<file path="src/rtl/grf_wport_arbiter.sv">
// GRF write-port arbiter: WB has absolute priority, AUX results queue in a
// small FIFO and drain in WB-idle cycles. A starvation counter requests a WB
// bubble, and decode reads of still-queued destinations are flagged.
module grf_wport_arbiter #(
    parameter int unsigned DEPTH      = 2,
    parameter int unsigned STARVE_MAX = 4
) (
    input  logic        clk,
    input  logic        reset,
    input  logic        wb_we,
    input  logic [4:0]  wb_addr,
    input  logic [31:0] wb_data,
    input  logic [31:0] wb_pc,
    input  logic        aux_valid,
    input  logic [4:0]  aux_addr,
    input  logic [31:0] aux_data,
    input  logic [31:0] aux_pc,
    output logic        aux_ready,
    input  logic [4:0]  rd_rs,
    input  logic [4:0]  rd_rt,
    output logic        pend_hit,
    output logic        stall_req,
    output logic        RegWrite,
    output logic [4:0]  RegAddr,
    output logic [31:0] RegData,
    output logic [31:0] reg_pc
);

    localparam int unsigned PtrW   = (DEPTH > 1) ? $clog2(DEPTH) : 1;
    localparam int unsigned CntW   = $clog2(DEPTH + 1);
    localparam int unsigned StW    = (STARVE_MAX > 0) ? $clog2(STARVE_MAX + 1) : 1;

    logic [CntW-1:0] count_q, count_d;
    logic [PtrW-1:0] wr_ptr_q, wr_ptr_d;
    logic [PtrW-1:0] rd_ptr_q, rd_ptr_d;
    logic [StW-1:0]  starve_q, starve_d;

    logic [4:0]  mem_addr_q [DEPTH];
    logic [4:0]  mem_addr_d [DEPTH];
    logic [31:0] mem_data_q [DEPTH];
    logic [31:0] mem_data_d [DEPTH];
    logic [31:0] mem_pc_q   [DEPTH];
    logic [31:0] mem_pc_d   [DEPTH];

    logic        reg_write_q, reg_write_d;
    logic [4:0]  reg_addr_q,  reg_addr_d;
    logic [31:0] reg_data_q,  reg_data_d;
    logic [31:0] reg_pc_q,    reg_pc_d;

    logic fifo_empty;
    logic push;
    logic pop;

    // Handshake and FIFO control; address-0 results are accepted but never stored.
    always_comb begin
        fifo_empty = (count_q == '0);
        aux_ready  = (count_q < CntW'(DEPTH));
        push       = aux_valid && aux_ready && (aux_addr != 5'd0);
        pop        = !wb_we && !fifo_empty;
        stall_req  = (starve_q == StW'(STARVE_MAX));
    end

    // FIFO storage, pointer and occupancy next-state.
    always_comb begin
        mem_addr_d = mem_addr_q;
        mem_data_d = mem_data_q;
        mem_pc_d   = mem_pc_q;
        wr_ptr_d   = wr_ptr_q;
        rd_ptr_d   = rd_ptr_q;
        count_d    = count_q;
        if (push) begin
            mem_addr_d[wr_ptr_q] = aux_addr;
            mem_data_d[wr_ptr_q] = aux_data;
            mem_pc_d[wr_ptr_q]   = aux_pc;
            wr_ptr_d             = wr_ptr_q + PtrW'(1);
        end
        if (pop) begin
            rd_ptr_d = rd_ptr_q + PtrW'(1);
        end
        unique case ({push, pop})
            2'b10:   count_d = count_q + CntW'(1);
            2'b01:   count_d = count_q - CntW'(1);
            default: count_d = count_q;
        endcase
    end

    // Write-port arbitration: WB first, otherwise drain the FIFO head.
    always_comb begin
        reg_write_d = 1'b0;
        reg_addr_d  = reg_addr_q;
        reg_data_d  = reg_data_q;
        reg_pc_d    = reg_pc_q;
        if (wb_we) begin
            reg_write_d = 1'b1;
            reg_addr_d  = wb_addr;
            reg_data_d  = wb_data;
            reg_pc_d    = wb_pc;
        end else if (!fifo_empty) begin
            reg_write_d = 1'b1;
            reg_addr_d  = mem_addr_q[rd_ptr_q];
            reg_data_d  = mem_data_q[rd_ptr_q];
            reg_pc_d    = mem_pc_q[rd_ptr_q];
        end
    end

    // Starvation counter: counts WB-won edges while AUX work is waiting.
    always_comb begin
        starve_d = starve_q;
        if (pop || fifo_empty) begin
            starve_d = '0;
        end else if (wb_we && (starve_q != StW'(STARVE_MAX))) begin
            starve_d = starve_q + StW'(1);
        end
    end

    // Pending-read hazard: compare decode addresses against occupied slots only.
    always_comb begin
        logic [PtrW-1:0] offset;
        pend_hit = 1'b0;
        offset   = '0;
        for (int unsigned i = 0; i < DEPTH; i++) begin
            offset = PtrW'(i) - rd_ptr_q;
            if (CntW'(offset) < count_q) begin
                if ((rd_rs != 5'd0) && (rd_rs == mem_addr_q[i])) pend_hit = 1'b1;
                if ((rd_rt != 5'd0) && (rd_rt == mem_addr_q[i])) pend_hit = 1'b1;
            end
        end
    end

    // State registers with asynchronous clear.
    always_ff @(posedge clk or posedge reset) begin
        if (reset) begin
            count_q     <= '0;
            wr_ptr_q    <= '0;
            rd_ptr_q    <= '0;
            starve_q    <= '0;
            reg_write_q <= 1'b0;
            reg_addr_q  <= 5'd0;
            reg_data_q  <= 32'd0;
            reg_pc_q    <= 32'd0;
            for (int unsigned i = 0; i < DEPTH; i++) begin
                mem_addr_q[i] <= 5'd0;
                mem_data_q[i] <= 32'd0;
                mem_pc_q[i]   <= 32'd0;
            end
        end else begin
            count_q     <= count_d;
            wr_ptr_q    <= wr_ptr_d;
            rd_ptr_q    <= rd_ptr_d;
            starve_q    <= starve_d;
            reg_write_q <= reg_write_d;
            reg_addr_q  <= reg_addr_d;
            reg_data_q  <= reg_data_d;
            reg_pc_q    <= reg_pc_d;
            mem_addr_q  <= mem_addr_d;
            mem_data_q  <= mem_data_d;
            mem_pc_q    <= mem_pc_d;
        end
    end

    assign RegWrite = reg_write_q;
    assign RegAddr  = reg_addr_q;
    assign RegData  = reg_data_q;
    assign reg_pc   = reg_pc_q;

endmodule

</file>
<file path="config.mk">
export PLATFORM = sky130hd
export DESIGN_NAME = grf_wport_arbiter
export DESIGN_NICKNAME = d
export VERILOG_FILES = /design/src/rtl/grf_wport_arbiter.sv
export SDC_FILE = /design/constraint.sdc
export NUM_CORES = 1
export LEC_CHECK = 0
export BUFFER_PORTS_ARGS = -buffer_cell sky130_fd_sc_hd__buf_4
export CORE_UTILIZATION = 50
export DETAILED_ROUTE_END_ITERATION = 12
export PLACE_DENSITY_LB_ADDON = 0.25
export RECOVER_POWER = 100
export SLEW_MARGIN = 0
export SYNTH_ARGS = -nofsm -noshare
export SYNTH_HDL_FRONTEND = slang
export SYNTH_SLANG_ARGS = --single-unit
</file>
<file path="constraint.sdc">
create_clock -name clk -period 9 [get_ports clk]
set_input_delay 0.9 -clock clk [delete_from_list [all_inputs] [get_ports clk]]
set_output_delay 0.9 -clock clk [all_outputs]
set_load 0.03 [all_outputs]
</file>
==> flow_summary_export.csv <==
group,metric,value,unit
pwr,p_leak,5.42,nW
timing,finClkSkew,0.00670,ns
place,dp.cells,1231,
global_route,first_global_vias,6906,
global_route,grt.total_usage,0.222,
setup_path,worstPathArrival,5.68,ns
pwr,power.total,0.00437,W
timing,rsz0062_at_grt,"no",
setup_path,r2r_end,"mem_pc_q[36]$_DFFE_PP0P_",
flow_run,maxCapViolCount,5,
cells_and_area,fin_area,11800,um2
clock_tree,cts_resized,0,
clock_tree,h-tree-depth,1,
floorplanning,io_pins,225,
timing,setup_viol,0,
route,num_vias,6734,
route,drtIter0Drc,263,
clock_tree,hold_buffers,0,
synthesis,yosysSeqAreaShare,0.560,
cells_and_area,nets,1178,
cells_and_area,seq_area,5380,um2
cells_and_area,layout_common_cells,"dfrtp_1, buf_4, mux2_2",
setup_path,endpoint_kind,"flop",
route,wire_per_inst,16.8,um
route,drt_pass1_iterations,4,
global_route,overflow,0,
clock_tree,cts_tree,"done",
clock_tree,postCtsSetupRepairBufs,0,
timing,hold_violations,0,
clock_tree,clock-root-buffer,"clkbuf_16",
synthesis,yosysWarningCount,0,
setup_path,rr_worst_depth,5,
place,dp_slack,5.74,ns
timing,min_period_over_period,0.589,
clock_tree,clk_pin_slew_worst_paths,0.06,ns
hold_path,hold_start,"mem_pc_q[34]$_DFFE_PP0P_",
floorplanning,die_area,19800,um2
setup_path,startpoint_type,"flop",
timing,period_needed,5.30,ns
setup_path,reg2reg_from,"count_q[1]$_DFFE_PP0P_",
synthesis,synthesis.nets,974,
floorplanning,start_util,0.512,
floorplanning,coreArea,18800,um2
setup_path,max_stage_delay,1.92,ns
run_status,run_status,"complete, but fails checks",
synthesis,syn_area_per_cell,11.7,um2
setup_path,crit_fanout,41,
global_route,grt_max_degree,142,
setup_path,worstPathCellList,"inv_1 > o211ai_1 > nor2_1 > clkbuf_1 > mux2_2",
run_status,violations,"max-capacitance violations, max-slew violations",
timing,setup_tns,0,ns
pwr,power_density,370,nW/um2
route,ant_nets,0,
cells_and_area,layout-drive-gt1-share,0.300,
route,drc,0,
place,io_buffers,224,
pwr,ir_drop,233,uV
floorplanning,core.rowCount,50,
synthesis,yosys_register_bits,215,
cells_and_area,layout_commonest_cell,"dfrtp_1",
cells_and_area,multi_input_area,3900,um2
setup_path,critical_path_class,"reg2reg",
setup_path,reg2reg_slack,3.70,ns
timing,worst_slew_pin_slew,3.20,ns
global_route,antenna_found_initial,0,
setup_path,critPathSlowestCell,"nor2_1",
clock_tree,clkLatencyLatePin,0.50,ns
timing,fin_ws,3.70,ns
clock_tree,clock-sinks,215,
cells_and_area,antenna_cells,0,
floorplanning,die_h,141,um
clock_tree,cts_max_path_buffers,3,
synthesis,synth_cells,819,
place,hpwlAfterDp,14000,um
setup_path,cp_num_buf_inv,2,
hold_path,holdPathEnd,"mem_pc_q[34]$_DFFE_PP0P_",
hold_path,hp-class,"reg2reg",
route,wirelength,21500,um
cells_and_area,fillers,1607,
synthesis,synth_cell_type_count,31,
floorplanning,die_w,141,um
timing,max_freq,0.189,GHz
setup_path,cp.required,9.38,ns
place,dpl_cell_area,11400,um2
setup_path,critPathTopFamily,"buffers and inverters",
synthesis,synth.cell_area,9610,um2
timing,relSlewSlack,-1.14,
global_route,grt_pass1_wl,35300,um
timing,slew_viol_final,286,
cells_and_area,fin_cells,1274,
hold_path,hold_depth,1,
clock_tree,cts_made_buffers,24,
place,gp_congestion,0.839,
cells_and_area,area_delta_synth_final,23.2,%
route,viasPerCell,5.29,
-- flip-flops by register name, indices dropped and copies added, names as in the netlist --
signal      cells
RegData        32
mem_addr_q     10
RegWrite        1
wr_ptr_q        1
RegAddr         5
starve_q        3
reg_pc         32
mem_pc_q       64
mem_data_q     64
rd_ptr_q        1
count_q         2
-- layer usage --
metal / wire, um / share of wire / GRT usage
met5: 0 / 0 / 0
met4: 438 / 0.020 / 0.0572
met3: 1010 / 0.047 / 0.0377
met2: 10200 / 0.48 / 0.372
met1: 9780 / 0.46 / 0.302
-- worst max-delay path by stage --
stage | start | endpoint | slack [ns] | cells past startpoint
floorplan | reset | RegAddr[0]$_DFFE_PP0P_ | 2.22 | 1
global placement | rd_rs[0] | pend_hit | 5.71 | 7
detailed placement | rd_rs[0] | pend_hit | 5.74 | 7
CTS | rd_rs[0] | pend_hit | 5.73 | 7
global route | wb_we | reg_pc[23]$_DFFE_PP0P_ | 3.22 | 3
finish | count_q[1]$_DFFE_PP0P_ | mem_pc_q[36]$_DFFE_PP0P_ | 3.70 | 5
-- Yosys cell counts, drive strengths merged --
| library cell | number | area, um2 |
|---|---|---|
| or3 | 1 | 6.26 |
| nand2 | 74 | 280 |
| a31oi | 1 | 6.26 |
| or4 | 3 | 26.3 |
| xnor2 | 17 | 149 |
| nor2 | 78 | 295 |
| a21oi | 70 | 350 |
| xor2 | 9 | 78.8 |
| inv | 7 | 26.3 |
| dfrtp | 215 | 5380 |
| ha | 3 | 37.5 |
| nor4 | 5 | 31.3 |
| nor3 | 1 | 5.00 |
| clkbuf | 31 | 116 |
| mux2 | 138 | 1590 |
| nand3 | 3 | 15.0 |
| o22ai | 1 | 6.26 |
| mux2i | 69 | 691 |
| buf | 21 | 135 |
| o21ai | 70 | 350 |
| o211ai | 1 | 21.3 |
| a211oi | 1 | 7.51 |
-- power breakdown --
part	total, W	internal (W)	switching [W]
registers	0.00173	0.00142	0.000302
logic	0.00169	0.000760	0.000931
clock network	0.000957	0.000580	0.000377
total	0.00437	0.00276	0.00161
-- metrics by stage --
stage	hold WS, ns	util
after floorplan	0.464	-
after global placement	0.474	0.608
after detailed placement	0.481	0.608
after CTS	0.494	0.650
after global routing	0.504	0.631
final	0.488	0.631
-- area by class of cell --
cell class,count,area share
timing repair buffer,230,0.121
multi-input combinational,545,0.330
clock inverter,4,0.00190
inverter,7,0.00285
sequential,215,0.455
clock buffer,39,0.0649
tap,234,0.0247
-- cells by family after synthesis --
family,count (synthesis),synth area share
and+or+nand+nor,165,0.0686
AOI/OAI and AO/OA,144,0.0772
xor gates and xnor gates,26,0.0237
muxes,207,0.238
adders and majority gates,3,0.00391
DFF,215,0.560
buffers and inverters,59,0.0289
Power figures use the tool's default switching activity.
